**config.mk**
```make
export PLATFORM = sky130hd
export DESIGN_NAME = storage_mux_primitives
export DESIGN_NICKNAME = d
export VERILOG_FILES = /design/src/rtl/cpu_pkg.sv /design/src/rtl/flop_enable_reset.sv /design/src/rtl/flop_reset.sv /design/src/rtl/mux2.sv /design/src/rtl/mux4.sv /design/src/rtl/storage_mux_primitives.sv
export SDC_FILE = /design/constraint.sdc
export NUM_CORES = 1
export LEC_CHECK = 0
export CORE_ASPECT_RATIO = 1.5
export CORE_MARGIN = 2
export CORE_UTILIZATION = 31
export CTS_CLUSTER_DIAMETER = 60
export DETAILED_ROUTE_END_ITERATION = 7
export GPL_ROUTABILITY_DRIVEN = 0
export PLACE_DENSITY = 0.82
export SLEW_MARGIN = 10
export SYNTH_ARGS = -nofsm -noshare
export SYNTH_HDL_FRONTEND = slang
export SYNTH_SLANG_ARGS = --single-unit
```
**constraint.sdc**
```tcl
create_clock -name clock -period 1.75 [get_ports clock]
set_clock_uncertainty 0.05 [all_clocks]
set_input_delay 0.35 -clock clock [delete_from_list [all_inputs] [get_ports clock]]
set_output_delay 0.35 -clock clock [all_outputs]
set_load 0.05 [all_outputs]
```
**src/rtl/cpu_pkg.sv**
```systemverilog
// Shared word width and ALU operand-select encodings used by the datapath
// primitives and their call sites.
package cpu_pkg;

  localparam int WORD_WIDTH = 16;

  // ALU operand A selector (mux4)
  localparam logic [1:0] ALU_A_PROGRAM_COUNTER         = 2'b00;
  localparam logic [1:0] ALU_A_SOURCE                  = 2'b01;
  localparam logic [1:0] ALU_A_IMMEDIATE_SIGN_EXTENDED = 2'b10;
  localparam logic [1:0] ALU_A_IMMEDIATE_ZERO_EXTENDED = 2'b11;

  // ALU operand B selector (mux2)
  localparam logic ALU_B_DESTINATION  = 1'b0;
  localparam logic ALU_B_CONSTANT_ONE = 1'b1;

endpackage

```
**src/rtl/flop_enable_reset.sv**
```systemverilog
// Register with load enable and asynchronous active-low clear; the core
// storage primitive (PC, IR, status registers).
module flop_enable_reset #(
  parameter int WIDTH = cpu_pkg::WORD_WIDTH
) (
  input  logic             clock,
  input  logic             reset,
  input  logic             enable,
  input  logic [WIDTH-1:0] d,
  output logic [WIDTH-1:0] q
);

  // Reset dominates a coincident clock edge; enable is only looked at once reset is released.
  always_ff @(posedge clock or negedge reset) begin
    if (!reset) begin
      q <= '0;
    end else if (enable) begin
      q <= d;
    end
  end

endmodule

```
**src/rtl/flop_reset.sv**
```systemverilog
// Plain register with asynchronous active-low clear: the enabled flop with
// its load enable permanently asserted.
module flop_reset #(
  parameter int WIDTH = cpu_pkg::WORD_WIDTH
) (
  input  logic             clock,
  input  logic             reset,
  input  logic [WIDTH-1:0] d,
  output logic [WIDTH-1:0] q
);

  flop_enable_reset #(.WIDTH(WIDTH)) u_core (
    .clock  (clock),
    .reset  (reset),
    .enable (1'b1),
    .d      (d),
    .q      (q)
  );

endmodule

```
**src/rtl/mux2.sv**
```systemverilog
// Two-way combinational selector (ALU operand B). An unknown select falls
// to the default branch and yields d0.
module mux2
  import cpu_pkg::*;
#(
  parameter int WIDTH = WORD_WIDTH
) (
  input  logic [WIDTH-1:0] d0,
  input  logic [WIDTH-1:0] d1,
  input  logic             s,
  output logic [WIDTH-1:0] y
);

  always_comb begin
    y = d0;
    case (s)
      ALU_B_DESTINATION:  y = d0;
      ALU_B_CONSTANT_ONE: y = d1;
      default:            y = d0;
    endcase
  end

endmodule

```
**src/rtl/mux4.sv**
```systemverilog
// Four-way combinational selector (ALU operand A). An unknown select falls
// to the default branch and yields d0.
module mux4
  import cpu_pkg::*;
#(
  parameter int WIDTH = WORD_WIDTH
) (
  input  logic [WIDTH-1:0] d0,
  input  logic [WIDTH-1:0] d1,
  input  logic [WIDTH-1:0] d2,
  input  logic [WIDTH-1:0] d3,
  input  logic [1:0]       s,
  output logic [WIDTH-1:0] y
);

  always_comb begin
    y = d0;
    case (s)
      ALU_A_PROGRAM_COUNTER:         y = d0;
      ALU_A_SOURCE:                  y = d1;
      ALU_A_IMMEDIATE_SIGN_EXTENDED: y = d2;
      ALU_A_IMMEDIATE_ZERO_EXTENDED: y = d3;
      default:                       y = d0;
    endcase
  end

endmodule

```
**src/rtl/storage_mux_primitives.sv**
```systemverilog
// Bundling wrapper: one instance of each datapath primitive at a common
// WIDTH. Pure wiring, no logic of its own.
module storage_mux_primitives
  import cpu_pkg::*;
#(
  parameter int WIDTH = WORD_WIDTH
) (
  input  logic             clock,
  input  logic             reset,
  input  logic             enable,
  input  logic [WIDTH-1:0] d,
  output logic [WIDTH-1:0] q_enabled,
  output logic [WIDTH-1:0] q,
  input  logic             select2,
  input  logic [1:0]       select4,
  input  logic [WIDTH-1:0] in0,
  input  logic [WIDTH-1:0] in1,
  input  logic [WIDTH-1:0] in2,
  input  logic [WIDTH-1:0] in3,
  output logic [WIDTH-1:0] y2,
  output logic [WIDTH-1:0] y4
);

  flop_enable_reset #(.WIDTH(WIDTH)) u_flop_enable_reset (
    .clock  (clock),
    .reset  (reset),
    .enable (enable),
    .d      (d),
    .q      (q_enabled)
  );

  flop_reset #(.WIDTH(WIDTH)) u_flop_reset (
    .clock (clock),
    .reset (reset),
    .d     (d),
    .q     (q)
  );

  mux2 #(.WIDTH(WIDTH)) u_mux2 (
    .d0 (in0),
    .d1 (in1),
    .s  (select2),
    .y  (y2)
  );

  mux4 #(.WIDTH(WIDTH)) u_mux4 (
    .d0 (in0),
    .d1 (in1),
    .d2 (in2),
    .d3 (in3),
    .s  (select4),
    .y  (y4)
  );

endmodule

```
==> impl_metrics.toml <==
[run_status]
status = "completed"

[synthesis]
async_reset_ff_share_pct = 100
ys_types = 7
synth_top_area_share_pct = 49.8
synth_commonest_cells = "dfrtp_1, mux2_2, mux4_2"
synth_mux_area_share_pct = 46.4
ys_ff_latch = 32
post_synth.cell_area_avg_um2 = 18.3
synth_edf_count = 0
synth_compound_area_share_pct = 0
synth_top_family_by_area = "multiplexers"
synthAdderAreaFrac_pct = 0
syn_inst = 88
synth-simple-area-share_pct = 0
synth.area.top_cells = "dfrtp_1, mux2_2, mux4_2, mux4_1, buf_2"
ys.flop_type = "dfrtp_1"
synth_area_um2 = 1610
ys_seq_area_share_pct = 49.8
yosys_warnings = 0
synth_nets = 174
synth_xor_area_share_pct = 0
synth_largest_area_cell = "dfrtp_1"

[placement]
preCtsSetupSlack_ns = -0.462
io_buffers = 149
place_hpwl_um = 4350
place_inst = 303

[hold_path]
min_path_type = "in2async"

[global_route]
grt_usage_pct = 19.7
antenna_found_initial = 0
overflow = 0
top_usage_layer = "met2"
grtUsageMet1_pct = 19.1
grt_pass1_vias = 1729
grt_use_met2_pct = 34.0
grt_max_degree = 33
grt_use_met3_pct = 7.98
grt_pass1_wl_um = 8640

[die]
start_util_pct = 31.6
rows = 32
fp.dieH_um = 92.2
core_area_um2 = 5080
fp.dieW_um = 62.8
ios = 150
die_area_um2 = 5790

[route]
num_vias = 1519
postRouteAntennaNets = 0
drt_pre_antenna_iters = 3
vias_per_cell = 4.84
routed_wirelength_um = 5380
drt_iter0_drc = 77
drcViolationCount = 0
detail_route.wl_per_cell_um = 17.1

[timing]
max_freq_ghz = 0.583
maxSlewViolCount = 0
fin_crit_ns = 1.71
rsz0062_at_grt = "no"
worstMarginPinSlew_ns = 0.379
slew_headroom_pct = 74.7
setup_violations = 0
setup_slack_ns = 0.0352
fin_crit_sh_pct = 98.0
finalHoldViolCount = 0

[final_layout]
nets = 332
stdcell_count = 314
layout-drive-gt1-share_pct = 53.7
utilization_pct = 64.3
syn_to_final_growth_pct = 103
antenna_cells = 0

[worst_setup_path]
regToRegSetupSlack_ns = 0.93
critPathRequiredTime_ns = 1.35
cp-start-kind = "primary input"
r2r-end = "u_flop_enable_reset.q[14]"
r2r-start = "u_flop_enable_reset.q[14]"
cp.arrival_ns = 1.31
rr_worst_depth = 1
crit_type = "in2out"
end_kind = "output port"
crit_fanout = 8

[clock_tree]
numCtsBuffers = 5
worstSkewPairLatency_ns = 0.26
ctsRootBufferMaster = "clkbuf_8"
clkTransAtPathRegs_ns = 0.06
clk_path_buf_depth = 2
tritoncts = "done"
clock-sinks = 32
cts.htree.levels = 2
hold_buffers = 0

[power]
ir_drop_mv = 0.391
p_leak_nw = 1.52
p_per_area_nw_per_um2 = 770

[flow_run]
maxCapViolations = 0
state kept, by name, indices dropped and copies added, names as in the netlist:
signal	cells
u_flop_enable_reset.q	16
u_flop_reset.u_core.q	16
layout by cell type, fill, tap and decap left out:
| cell type | synthesis | final |
|---|---|---|
| clkdlybuf4s50_1 | 0 | 18 |
| buf_12 | 1 | 3 |
| clkbuf_8 | 0 | 7 |
| buf_16 | 0 | 2 |
| clkdlybuf4s15_2 | 0 | 2 |
| mux4_2 | 9 | 16 |
| dfrtp_1 | 32 | 32 |
| buf_4 | 0 | 44 |
| buf_8 | 0 | 17 |
| mux2_2 | 32 | 31 |
| mux2_4 | 0 | 1 |
| buf_6 | 1 | 9 |
| dlygate4sd2_1 | 0 | 64 |
worst max path at each step:
stage,from,to,slack (ns)
6_report,select4[0],y4[10],0.04
5_1_grt,select4[0],y4[10],0.02
4_1_cts,select2,y2[12],0.006
3_5_place_dp,select4[0],y4[14],-0.46
3_3_place_gp,select4[0],y4[0],-0.45
2_1_floorplan,select4[1],y4[11],0.05
cell type report:
class / instances / area [um^2]
fill: 407 / 1810
timing repair buffer: 159 / 1570
sequential: 32 / 801
multi-input combinational: 48 / 724
clock buffer: 7 / 96.3
tap: 68 / 85.1
per-stage QoR:
stage,total power [W],area [um^2],setup TNS [ns],hold WS (ns)
global route,0.00263,3270,0,0.479
global placement,0.00190,3050,-10.00,0.442
CTS,0.00255,3270,0,0.439
floorplan,0.00145,1610,0,0.00441
detailed placement,0.00191,3050,-10.13,0.447
finish,0.00252,3270,0,0.440
report_power, final:
| group | total (W) | switching [W] | internal, W |
|---|---|---|---|
| Clock | 0.000570 | 0.000220 | 0.000349 |
| Combinational | 0.00113 | 0.000646 | 0.000483 |
| Sequential | 0.000821 | 0.0000248 | 0.000796 |
| Total | 0.00252 | 0.000891 | 0.00163 |
worst max-delay path, stage by stage:
cell and delay [ns]:
buf_6 0.11, buf_12 0.14, mux4_2 0.54, buf_8 0.17
metal layers:
layer	wire length, um	up-vias
met3	623	18
met4	311	0
met1	1750	708
met2	2700	139
met5	0	-
li1	-	654
timing repair:
item                                    in CTS  in global routing
setup buffers                                1                  0
endpoints found under the setup margin      32                  8
gates cloned                                 3                  0
gates resized for setup                    127                  3
cells by family after synthesis:
kind of cell	Yosys count
buffers and inverters	8
DFF	32
muxes	48
No activity file was read; power rests on OpenSTA's default activity.
